**src/rtl/clk_meter_pkg.sv**
```systemverilog
// clk_meter_pkg: shared state encoding and default widths for the clock period meter
package clk_meter_pkg;
  localparam logic [1:0] ST_IDLE = 2'd0;
  localparam logic [1:0] ST_ARM  = 2'd1;
  localparam logic [1:0] ST_MEAS = 2'd2;
  localparam int CNT_W_DEF = 16;
  localparam int SYNC_STAGES_DEF = 2;
endpackage

```
**src/rtl/edge_sync.sv**
```systemverilog
// edge_sync: multi-flop synchronizer plus rising-edge detector for an async input
// Ports: clkIn/rstIn (async, active-high) clock and reset, asyncIn raw input,
//        syncOut synchronized level, riseOut one-cycle pulse on a synchronized 0->1.
module edge_sync
  import clk_meter_pkg::*;
#(
  parameter int SYNC_STAGES = SYNC_STAGES_DEF
) (
  input  logic clkIn,
  input  logic rstIn,
  input  logic asyncIn,
  output logic syncOut,
  output logic riseOut
);
  logic [SYNC_STAGES-1:0] sync_q;
  logic hist_q;
  always_ff @(posedge clkIn or posedge rstIn) begin
    if (rstIn) begin
      sync_q <= '0;
      hist_q <= 1'b0;
    end else begin
      sync_q <= {sync_q[SYNC_STAGES-2:0], asyncIn};
      hist_q <= sync_q[SYNC_STAGES-1];
    end
  end
  assign syncOut = sync_q[SYNC_STAGES-1];
  assign riseOut = sync_q[SYNC_STAGES-1] & ~hist_q;
endmodule

```
**src/rtl/clk_period_meter.sv**
```systemverilog
// clk_period_meter: measures clkIn cycles between rising edges of an async signal, with timeout
// Ports: clkIn/rstIn (async, active-high), enIn measurement enable, sigIn measured signal,
//        periodOut last period, validOut update strobe, timeoutOut sticky timeout,
//        armedOut high in ARM/MEAS, highOut high-time of the last period (CLK_PERIOD_METER_DUTY_EN only).
module clk_period_meter
  import clk_meter_pkg::*;
#(
  parameter int CNT_W = CNT_W_DEF,
  parameter int SYNC_STAGES = SYNC_STAGES_DEF,
  parameter int TIMEOUT_CNT = 65535
) (
  input  logic             clkIn,
  input  logic             rstIn,
  input  logic             enIn,
  input  logic             sigIn,
  output logic [CNT_W-1:0] periodOut,
  output logic             validOut,
  output logic             timeoutOut,
  output logic             armedOut
`ifdef CLK_PERIOD_METER_DUTY_EN
  ,
  output logic [CNT_W-1:0] highOut
`endif
);
  logic sync, rise;
  logic [1:0] state_q, state_d;
  logic [CNT_W-1:0] cnt_q, cnt_d, period_q, period_d;
  logic valid_q, valid_d, timeout_q, timeout_d, armed_q;
  edge_sync #(.SYNC_STAGES(SYNC_STAGES)) u_sync (
    .clkIn  (clkIn),
    .rstIn  (rstIn),
    .asyncIn(sigIn),
    .syncOut(sync),
    .riseOut(rise)
  );
  // Priority: disable beats an edge, an edge beats timeout. cnt defaults to 0 so
  // every path that does not count explicitly clears it.
  always_comb begin
    state_d = state_q;
    cnt_d = '0;
    period_d = period_q;
    valid_d = 1'b0;
    timeout_d = timeout_q;
    if (!enIn) begin
      state_d = ST_IDLE;
      timeout_d = 1'b0;
    end else if (state_q == ST_IDLE) begin
      state_d = ST_ARM;
    end else if (rise) begin
      state_d = ST_MEAS;
      cnt_d = CNT_W'(1);
      if (state_q == ST_MEAS) begin
        period_d = cnt_q;
        valid_d = 1'b1;
        timeout_d = 1'b0;
      end
    end else if (state_q == ST_MEAS) begin
      if (cnt_q == CNT_W'(TIMEOUT_CNT)) begin
        timeout_d = 1'b1;
        state_d = ST_ARM;
      end else begin
        cnt_d = cnt_q + 1'b1;
      end
    end else begin
      state_d = ST_ARM;
    end
  end
  always_ff @(posedge clkIn or posedge rstIn) begin
    if (rstIn) begin
      state_q <= ST_IDLE;
      cnt_q <= '0;
      period_q <= '0;
      valid_q <= 1'b0;
      timeout_q <= 1'b0;
      armed_q <= 1'b0;
    end else begin
      state_q <= state_d;
      cnt_q <= cnt_d;
      period_q <= period_d;
      valid_q <= valid_d;
      timeout_q <= timeout_d;
      armed_q <= state_d != ST_IDLE;
    end
  end
  assign periodOut = period_q;
  assign validOut = valid_q;
  assign timeoutOut = timeout_q;
  assign armedOut = armed_q;
`ifdef CLK_PERIOD_METER_DUTY_EN
  logic [CNT_W-1:0] hi_q, hi_d, high_q, high_d;
  // hiCnt tracks cnt: restarts at 1 on the rise cycle (sync is high there) and
  // accumulates sync only while cnt is counting.
  always_comb begin
    hi_d = '0;
    high_d = valid_d ? hi_q : high_q;
    if (cnt_d == CNT_W'(1) && rise) hi_d = CNT_W'(1);
    else if (cnt_d != '0) hi_d = hi_q + CNT_W'(sync);
  end
  always_ff @(posedge clkIn or posedge rstIn) begin
    if (rstIn) begin
      hi_q <= '0;
      high_q <= '0;
    end else begin
      hi_q <= hi_d;
      high_q <= high_d;
    end
  end
  assign highOut = high_q;
`else
  logic unused_sync;
  assign unused_sync = sync;
`endif
endmodule

```
**config.mk**
```make
export PLATFORM = sky130hd
export DESIGN_NAME = clk_period_meter
export DESIGN_NICKNAME = d
export VERILOG_FILES = /design/src/rtl/clk_meter_pkg.sv /design/src/rtl/edge_sync.sv /design/src/rtl/clk_period_meter.sv
export SDC_FILE = /design/constraint.sdc
export NUM_CORES = 1
export LEC_CHECK = 0
export CAP_MARGIN = 15
export CORE_ASPECT_RATIO = 1.2
export CORE_MARGIN = 10
export CORE_UTILIZATION = 35
export DETAILED_ROUTE_END_ITERATION = 7
export SYNTH_ARGS = -nofsm -noshare
export SYNTH_HDL_FRONTEND = slang
export SYNTH_HIERARCHICAL = 1
export SYNTH_SLANG_ARGS = --single-unit
```
**constraint.sdc**
```tcl
create_clock -name clkIn -period 4.2 [get_ports clkIn]
set_input_delay 1.05 -clock clkIn [delete_from_list [all_inputs] [get_ports clkIn]]
set_output_delay 1.05 -clock clkIn [all_outputs]
set_load 0.01 [all_outputs]
```
==> results.md, run 1 <==
• clkbuf_8 — cell at the root of the clock tree
• 0 — number of antenna-violating nets in the routed design
• complete, no violations — status
• 5 — number of cell instances on the worst register-to-register path
• reg -> reg — worst hold path class
• 36.4% — initial core utilization
• 23 — number of ports placed on the die boundary
• 2 — number of levels the H-tree was split into
• 0 — hold violation total from the final report
• 59.4% — Yosys top cell area share
• 226 — number of cells in the finished layout apart from fillers
• 0 — antenna diode instance count
• in -> reg — worst setup path category
• 218 — total instance count after detailed placement
• 0 — MaxCap Viol Count
• 1.58 ns — post-route worst setup slack
• 0 — initial antenna violation count
• 141 — count of mapped cells out of synthesis
• nand3_1 — critical-path cell with the highest stage delay
• 0.08 ns — clock-pin transition on the worst setup and hold timing paths
• 22.7% — Layout area overhead
• 40 — #FFs+latches synth
• 1.26 ns — pre-CTS setup slack
• 6 — Synth warnings
• 30 — Distinct cells, synth
• 0 — number of cells upsized or downsized after cts
• 38 — maximum number of pins on one net before global-route repair
• 0 — pins over their slew limit
• simple AND/OR/NAND/NOR gates — crit-path leading delay family
• 2.26 mm — hpwl dp
• 40 — clock tree sinks
• 62.5% — final critical-path share of the clock period
• 1,111 — Via Count
• 0.000885 uW — leakage power total
• 354 nW/um^2 — power per unit of standard cell area
• 2.62 ns — Tmin final
• 5.60 mm — wire length of the first global-routing pass
• 0 — buffers inserted during post-CTS setup optimization
• 5 — total clock buffers created by CTS
• 2 — largest buffer count on any clock path
• 0 — number of remaining DRC errors
• 4.37 ns — required time of the worst setup path
• dfrtp_1 — Yosys top cell by area
• input port — nature of the critical path startpoint
• 215 uV — peak ir drop on the vdd network
• 0.0103 ns — Clock Skews
• yes — CTS tree
• 17.3% — share of final-layout standard cells stronger than drive strength 1
• 146 — Synthesized Nets
• no — RSZ-0062 raised after global routing
• 96.0 um — Die Span Y
• 4.92 — average vias per placed instance
• dfrtp_1 (40), nor2_1 (17), mux2_2 (14), xnor2_1 (11), nand2_1 (9) — Post-synth top cells
• u_sync/sync_q[0] — worst hold start
• 0.64 ns — Critical Path Max Stage Delay
• 4 — length of the first detailed-routing pass in iterations
• 8000 um^2 — area of the die
• 0.781 — placer's final routability congestion estimate
• 0.841 ns — worst slew pin tran
• 4630 um^2 — Core ar.
• 0 — sum of overflow across all layers after global routing
• flip-flop — Setup crit end kind
• 83.3 um — Chip Width
• 8.45% — overall track demand over capacity in global routing
• 0 — number of enable-type register cells in the synthesized netlist
• u_sync/sync_q[1] — hold endpoint
• 43.8% — tightest slew margin relative to the limit
• 13.5 um — routed wire length per instance
• dfrtp_1 — top-count cell post-synth
• 11.9 um^2 — synthesized area per cell
• 2.11 ns — flop2flop setup slack
• 172 — nets
• 1,201 — vias in the first global route
• 0 — Final Setup Violations
• cnt_q[7] — Reg-to-Reg End
• 19 — highest net fanout along the worst path
• 0 — number of cells traversed by the worst hold path
• 100% — proportion of synthesized flip-flops having asynchronous set or reset
• 27 — standard-cell rows
• 0 — Post-CTS Hold Buffers
• 59.4% — portion of the post-synthesis area used by sequential elements
• 1680 um^2 — cell area after technology mapping
• dfrtp_1 — most common flop cell mapped by yosys
• 0 ns — final sum of negative setup slack
• 2.79 ns — CP Data Arrival Time
• 3.06 mm — detailed-route wire length
• 0.381 GHz — Fmax achieved
• 1 — crit path buf inv count
• 0.29 ns — clock latency at the later pin of the worst-skew pair
• clkdlybuf4s50_1, nand3_1, mux2_2 — cells traversed along the worst timing path
• dfrtp_1 (59%), mux2_2 (9.4%), xnor2_1 (5.7%), nor2_1 (3.8%), nand3_1 (2.1%) — largest cells by area after synthesis
• 22 — count of input and output buffers
• cnt_q[0] — critical register-to-register path startpoint
• 48 — Detailed Route Iter0 Violations
## per-stage QoR
stage	instance area [um^2]	total power (uW)	util, %	hold slack, ns
6_report	2070	732	44.6	0.359
5_1_grt	2070	763	44.6	0.376
4_1_cts	2070	744	44.6	0.367
3_5_place_dp	1960	438	42.3	0.338
3_3_place_gp	1960	437	42.3	0.345
2_1_floorplan	1680	424	-	0.331
## worst reg2reg max path: cells and delay by family, from the launching register on
family	cells	cell delay [ns]
DFF	1	0.43
and+or+nand+nor	4	1.28
adders and majority gates	1	0.25
## metal layers
| metal | part of all wire, % | GRT usage (%) |
|---|---|---|
| met5 | 0 | 0 |
| met4 | 1.4 | 3.41 |
| met3 | 5.7 | 3.47 |
| met2 | 52 | 14.9 |
| met1 | 41 | 8.88 |
## sequential cells by signal, summed over array words and instances, names as in the netlist
name           count
periodOut         16
u_sync/hist_q      1
state_q            2
u_sync/sync_q      2
validOut           1
cnt_q             16
timeoutOut         1
armedOut           1
## worst max-delay path by stage
| stage | startpoint | endpoint | depth (start not counted) |
|---|---|---|---|
| floorplan | enIn | periodOut[10] | 3 |
| global placement | enIn | periodOut[0] | 3 |
| detailed placement | enIn | periodOut[11] | 3 |
| CTS | enIn | periodOut[11] | 3 |
| global route | enIn | periodOut[11] | 3 |
| finish | enIn | periodOut[15] | 3 |
## cells in the final DEF (no fill, tap or decap), drive strengths merged
| cell | instances |
|---|---|
| a21oi | 2 |
| and3 | 1 |
| ha | 1 |
| dfrtp | 40 |
| nand4bb | 1 |
| nand4 | 5 |
| nor3 | 4 |
| o21ai | 3 |
| or2 | 2 |
| inv | 6 |
| nand2 | 9 |
| nor2b | 2 |
| nor2 | 17 |
| clkbuf | 6 |
| or3 | 1 |
| a21boi | 1 |
| nor4 | 5 |
| buf | 1 |
| o21bai | 1 |
| o211a | 1 |
| xnor2 | 11 |
| clkdlybuf4s50 | 22 |
| clkinv | 1 |
| mux2 | 14 |
| nand3 | 7 |
| bufinv | 1 |
| xor2 | 2 |
| or4 | 1 |
## logic make-up after synthesis
logic type	synth area share, %
AND/OR/NAND/NOR	17.6
AO/OA/AOI/OAI	3.19
buffers and inverters	2.90
XOR/XNOR	6.76
multiplexers	9.36
adder cells (fa/ha/maj)	0.743
flip-flops	59.4
## final cells by class
| class | count | area [um^2] |
|---|---|---|
| Clock buffer | 6 | 72.6 |
| Fill cell | 428 | 2560 |
| Sequential cell | 40 | 1000 |
| Tap cell | 58 | 72.6 |
| Multi-Input combinational cell | 91 | 634 |
| Timing Repair Buffer | 23 | 228 |
| Inverter | 6 | 22.5 |
| Clock inverter | 2 | 35.0 |
## where the power goes
| part | switching [uW] | internal (uW) | total, uW | leakage [uW] |
|---|---|---|---|---|
| logic | 18.6 | 14.7 | 33.3 | 0.000283 |
| clock network | 126 | 176 | 302 | 0.0000552 |
| registers | 4.73 | 392 | 397 | 0.000547 |
| total | 149 | 583 | 732 | 0.000885 |
Power figures use the tool's default switching activity.
==> run 2, diff against run 1 <==
==> constraint.sdc (replaced) <==
create_clock -name clkIn -period 2.4 [get_ports clkIn]
set_input_delay 0.6 -clock clkIn [delete_from_list [all_inputs] [get_ports clkIn]]
set_output_delay 0.6 -clock clkIn [all_outputs]
set_load 0.01 [all_outputs]
==> results.md, run 2 (same netlist as run 1, synthesis figures left out) <==
• 429 — filler instances, +0.23%
• 0.41 ns — Critical Path Max Stage Delay, -0.23 ns
• 4630 um^2 — Core ar., unchanged
• 0.00327 ns — Clock Skews, -0.00702 ns
• 0 — sum of overflow across all layers after global routing, unchanged
• clkbuf_8 — cell at the root of the clock tree
• 0 — number of antenna-violating nets in the routed design, unchanged
• 23.0% — Layout area overhead
• 0 — Post-CTS Hold Buffers, unchanged
• 5 — number of cell instances on the worst register-to-register path, unchanged
• 0.58 ns — flop2flop setup slack, -1.53 ns
• 581 nW/um^2 — power per unit of standard cell area, +64%
• reg -> reg — worst setup path category
• no — RSZ-0062 raised after global routing
• 4.87 — average vias per placed instance, -0.95%
• 27 — standard-cell rows, unchanged
• 38 — maximum number of pins on one net before global-route repair, unchanged
• 0 — hold violation total from the final report, unchanged
• dfrtp_1 — most frequent standard cell in the layout excluding fill and tap cells
• 0.551 GHz — Fmax achieved
• 0 — number of remaining DRC errors, unchanged
• 175 — nets, +1.7%
• 96.0 um — Die Span Y, unchanged
• 0 — number of cells upsized or downsized after cts, unchanged
• flip-flop — Setup crit end kind
• 0 — number of cells traversed by the worst hold path, unchanged
• 1.82 ns — Tmin final
• yes — CTS tree
• flip-flop — nature of the critical path startpoint
• 8.57% — overall track demand over capacity in global routing, +0.12 points
• u_sync/sync_q[1] — hold endpoint
• 0.816 — placer's final routability congestion estimate, +4.5%
• 0 — MaxCap Viol Count, unchanged
• 18.1% — share of final-layout standard cells stronger than drive strength 1, +0.87 points
• 5.56 mm — wire length of the first global-routing pass, -0.73%
• 0 — pins over their slew limit, unchanged
• 2.57 ns — required time of the worst setup path, -1.80 ns
• 0 — buffers inserted during post-CTS setup optimization, unchanged
• 0.29 ns — clock latency at the later pin of the worst-skew pair, about the same
• 0.000889 uW — leakage power total, +0.47%
• 0 — Final Setup Violations, unchanged
• cnt_q[7] — Reg-to-Reg End
• cnt_q[0] — critical register-to-register path startpoint
• 2 — largest buffer count on any clock path, unchanged
• 22 — count of input and output buffers, unchanged
• 42 — Detailed Route Iter0 Violations, -13%
• 8000 um^2 — area of the die, unchanged
• 350 uV — peak ir drop on the vdd network, +63%
• 44.7% — Layout Utilization, +0.11 points
• 0 — antenna diode instance count, unchanged
• 75.7% — final critical-path share of the clock period
• 0.07 ns — clock-pin transition on the worst setup and hold timing paths, about the same
• ha_1, nand4_2, nor4_2, nand4bb_2, nor2_1 — cells traversed along the worst timing path
• dfrtp_1 — critical-path cell with the highest stage delay
• 2 — number of levels the H-tree was split into, unchanged
• 2.33 mm — hpwl dp, +3.2%
• u_sync/sync_q[0] — worst hold start
• reg -> reg — worst hold path class
• 23 — number of ports placed on the die boundary, unchanged
• 4 — length of the first detailed-routing pass in iterations, unchanged
• 15 — highest net fanout along the worst path, -4
• 40 — clock tree sinks, unchanged
• 1,212 — vias in the first global route, +0.92%
• 0 — initial antenna violation count, unchanged
• 0 ns — final sum of negative setup slack, unchanged
• complete, no violations — status
• 0.458 ns — worst slew pin tran, -0.382 ns
• 83.3 um — Chip Width, unchanged
• 69.4% — tightest slew margin relative to the limit, +26 points
• 5 — total clock buffers created by CTS, unchanged
• 1,115 — Via Count, +0.36%
• dfrtp_1 (40), clkdlybuf4s50_1 (22), nor2_1 (17), mux2_2 (14), xnor2_1 (11) — highest-count cells in the layout ignoring fill and taps
• 1.98 ns — CP Data Arrival Time, -0.81 ns
• 13.9 um — routed wire length per instance, +2.4%
• 3.17 mm — detailed-route wire length, +3.7%
• 36.4% — initial core utilization, unchanged
-- run 2: changes by cell type in the layout (fill, tap and decap cells not counted), sizes merged --
cell    before  now
buf          1    4
clkbuf       6    8
bufinv       1    0
clkinv       1    0
-- run 2: worst max path at each step --
stage             start            to  slack (ns)  cells past startpoint
4_1_cts        cnt_q[0]      cnt_q[7]        0.56                      5
5_1_grt        cnt_q[1]     cnt_q[10]        0.44                      5
6_report       cnt_q[0]      cnt_q[7]        0.58                      5
3_5_place_dp       enIn  periodOut[9]        0.40                      4
2_1_floorplan  cnt_q[0]      cnt_q[6]        0.66                      6
3_3_place_gp       enIn  periodOut[0]        0.41                      4
-- run 2: metrics by stage --
stage / total power, uW / hold slack, ns / std cells / worst slack (ns) / instance area (um^2)
CTS: 1220 / 0.364 / 229 / 0.559 / 2070
detailed placement: 767 / 0.338 / 221 / 0.402 / 1980
global placement: 766 / 0.339 / 221 / 0.412 / 1980
global route: 1260 / 0.379 / 229 / 0.436 / 2070
floorplan: 743 / 0.331 / 141 / 0.661 / 1680
finish: 1200 / 0.358 / 229 / 0.584 / 2070
-- run 2: layer usage --
metal / share of wire [%] / vias to the layer above / global-route usage, % / routed length (um)
met5: 0 / - / 0 / 0
met4: 1.8 / 0 / 4.26 / 56
met2: 52 / 18 / 15.5 / 1660
met1: 39 / 554 / 8.02 / 1240
li1: - / 537 / - / -
met3: 6.8 / 6 / 4.23 / 216
-- run 2: power by group --
part	internal, uW	switching [uW]	leakage, uW
sequential	686	8.11	0.000547
combinational	26.2	32.5	0.000297
clock	234	217	0.0000455
total	946	258	0.000889
-- run 2: worst max-delay path: cells and delay by family (launching register included) --
kind / cells / cell delay (ns)
adders and majority gates: 1 / 0.24
DFF: 1 / 0.41
and+or+nand+nor: 4 / 1.03
-- run 2: area by class of cell --
class / count / area [um^2] / share of cell area [%]
Sequential cell: 40 / 1000 / 48.3
Multi-Input combinational cell: 91 / 634 / 30.6
Timing Repair Buffer: 26 / 250 / 12.1
Clock buffer: 8 / 90.1 / 4.35
Tap cell: 58 / 72.6 / 3.50
Inverter: 6 / 22.5 / 1.09
==> run 3, diff against run 2 <==
==> constraint.sdc (replaced) <==
create_clock -name clkIn -period 1.5 [get_ports clkIn]
set_input_delay 0.375 -clock clkIn [delete_from_list [all_inputs] [get_ports clkIn]]
set_output_delay 0.375 -clock clkIn [all_outputs]
set_load 0.01 [all_outputs]
==> results.md, run 3 (same netlist as run 1, synthesis figures left out) <==
• finished, violations left — status
• setup timing — failing checks
• 6.58 mm — wire length of the first global-routing pass, +18%
• 0.00118 uW — leakage power total, +33%
• 5 — total clock buffers created by CTS, unchanged
• 2 — largest buffer count on any clock path, unchanged
• met4 — Max Used Layer
• 1.96 mm — total met2 wirelength after detailed routing, +18%
• 1.58 ns — Tmin final, -0.241 ns
• 0 — MaxCap Viol Count, unchanged
• 1,418 — vias in the first global route, +17%
• flip-flop — Setup crit end kind
• yes — RSZ-0062 raised after global routing
• 4.87 — average vias per placed instance, about the same
• 1,275 — Via Count, +14%
• 40 — clock tree sinks, unchanged
• 23 — number of ports placed on the die boundary, unchanged
• 1900 uW — total chip power, +58%
• 2 — highest net fanout along the worst path, -13
• 0 — sum of overflow across all layers after global routing, unchanged
• 0.07 ns — clock-pin transition on the worst setup and hold timing paths, about the same
• 27 — standard-cell rows, unchanged
• 1.55 mm — wl on met1, +25%
• 0 — pins over their slew limit, unchanged
• 14.2 um — routed wire length per instance, +2.6%
• dfrtp_1 — most frequent standard cell in the layout excluding fill and tap cells
• 0.801 — placer's final routability congestion estimate, -1.9%
• 1.79 ns — CP Data Arrival Time, -0.19 ns
• 8000 um^2 — area of the die, unchanged
• 0.00281 ns — Clock Skews, -0.000460 ns
• 71.9% — tightest slew margin relative to the limit, +2.5 points
• 0 — antenna diode instance count, unchanged
• 1.71 ns — required time of the worst setup path, -0.86 ns
• 96.0 um — Die Span Y, unchanged
• 2.83 mm — hpwl dp, +21%
• 105% — final critical-path share of the clock period, +29 points
• dfrtp_1 (39), buf_4 (36), dlygate4sd2_1 (19), nor2_1 (17), mux2_2 (14) — highest-count cells in the layout ignoring fill and taps
• 170 um — met3 WL post-DR, -21%
• 0.417 ns — worst slew pin tran, -0.0410 ns
• 38 — maximum number of pins on one net before global-route repair, unchanged
• 0 — number of antenna-violating nets in the routed design, unchanged
• 16 — Final Setup Violations, +16
• 40.4% — Layout area overhead
• in -> async — worst hold path class
• 0.29 ns — clock latency at the later pin of the worst-skew pair, about the same
• 0.635 GHz — Fmax achieved, +15%
• 2 — number of levels the H-tree was split into, unchanged
• reg -> reg — worst setup path category
• 804 nW/um^2 — power per unit of standard cell area, +38%
• 84 — Detailed Route Iter0 Violations, +100%
• 36.4% — initial core utilization, unchanged
• 4 — length of the first detailed-routing pass in iterations, unchanged
• 10.1% — overall track demand over capacity in global routing, +1.5 points
• 4630 um^2 — Core ar., unchanged
• 0 — initial antenna violation count, unchanged
• flip-flop — nature of the critical path startpoint
• 0 — number of remaining DRC errors, unchanged
• 209 — nets, +19%
• 22 — count of input and output buffers, unchanged
• 83.3 um — Chip Width, unchanged
• 0 — hold violation total from the final report, unchanged
• 653 uV — peak ir drop on the vdd network, +86%
• 3.73 mm — detailed-route wire length, +17%
• clkbuf_8 — cell at the root of the clock tree
• 0 — Post-CTS Hold Buffers, unchanged
• yes — CTS tree
• -0.0759 ns — post-route worst setup slack, -0.659 ns
• -0.395 ns — final sum of negative setup slack, -0.395 ns
• 35.8% — share of final-layout standard cells stronger than drive strength 1, +18 points
• 397 — filler instances, -7.5%
==> run 3: changes by cell type in the layout (fill, tap and decap cells not counted), sizes merged <==
cell	delta
buf	+34
clkdlybuf4s50	-19
dlygate4sd2	+19
clkbuf	-2
clkinv	+1
==> run 3: through the flow <==
step / hold WS (ns) / instances / util [%] / worst slack [ns] / cell area [um^2]
finish: 0.269 / 262 / 51.1 / -0.0759 / 2360
global route: 0.274 / 262 / 51.1 / -0.167 / 2360
floorplan: 0.129 / 141 / - / -0.0512 / 1720
detailed placement: 0.343 / 252 / 48.9 / -0.104 / 2260
global placement: 0.338 / 252 / 48.9 / -0.0688 / 2260
CTS: 0.269 / 261 / 50.6 / -0.0642 / 2340
==> run 3: worst max-delay path: stages, from the launching register on <==
cell,delay (ns)
dfrtp_1,0.39
nand4_1,0.12
or4_4,0.53
or3_4,0.34
a21oi_2,0.12
==> run 3: routing by layer <==
| metal | vias up | track usage, % |
|---|---|---|
| met3 | 4 | 3.55 |
| met4 | 0 | 3.41 |
| met5 | - | 0 |
| li1 | 608 | - |
| met2 | 24 | 18.6 |
| met1 | 639 | 10.6 |
==> run 3: cell type report <==
class	count	area, um^2	share of cell area (%)
clock inverter	1	5.00	0.212
clock buffer	6	72.6	3.07
timing repair buffer	60	498	21.1
multi-input combinational	91	692	29.3
sequential	40	1000	42.4
tap	58	72.6	3.07
inverter	6	22.5	0.952
==> run 3: where the power goes <==
| part | switching [uW] | total [uW] | internal, uW | leakage (uW) |
|---|---|---|---|---|
| clock | 357 | 673 | 316 | 0.0000410 |
| sequential | 11.1 | 1110 | 1100 | 0.000545 |
| combinational | 63.2 | 120 | 56.7 | 0.000592 |
==> run 3: worst paths after layout <==
kind                       depth (start not counted)               end             start  slack (ns)
max                                                4         cnt_q[15]          cnt_q[7]       -0.08
min                                                2  u_sync/sync_q[0]             rstIn        0.27
max reg2reg                                        4         cnt_q[15]          cnt_q[7]       -0.08
min reg2reg                                        0  u_sync/sync_q[1]  u_sync/sync_q[0]        0.35
max in group asynchronous                          3         cnt_q[10]             rstIn        0.84
min in group clkIn                                 0  u_sync/sync_q[1]  u_sync/sync_q[0]        0.35
==> run 3: repair_timing <==
| action | in CTS | in global routing |
|---|---|---|
| pin swaps | 2 | 2 |
| buffers inserted | 2 | 1 |
| gates cloned | 0 | 0 |
| gates resized for setup | 22 | 4 |
| endpoints found under the setup margin | 35 | 19 |
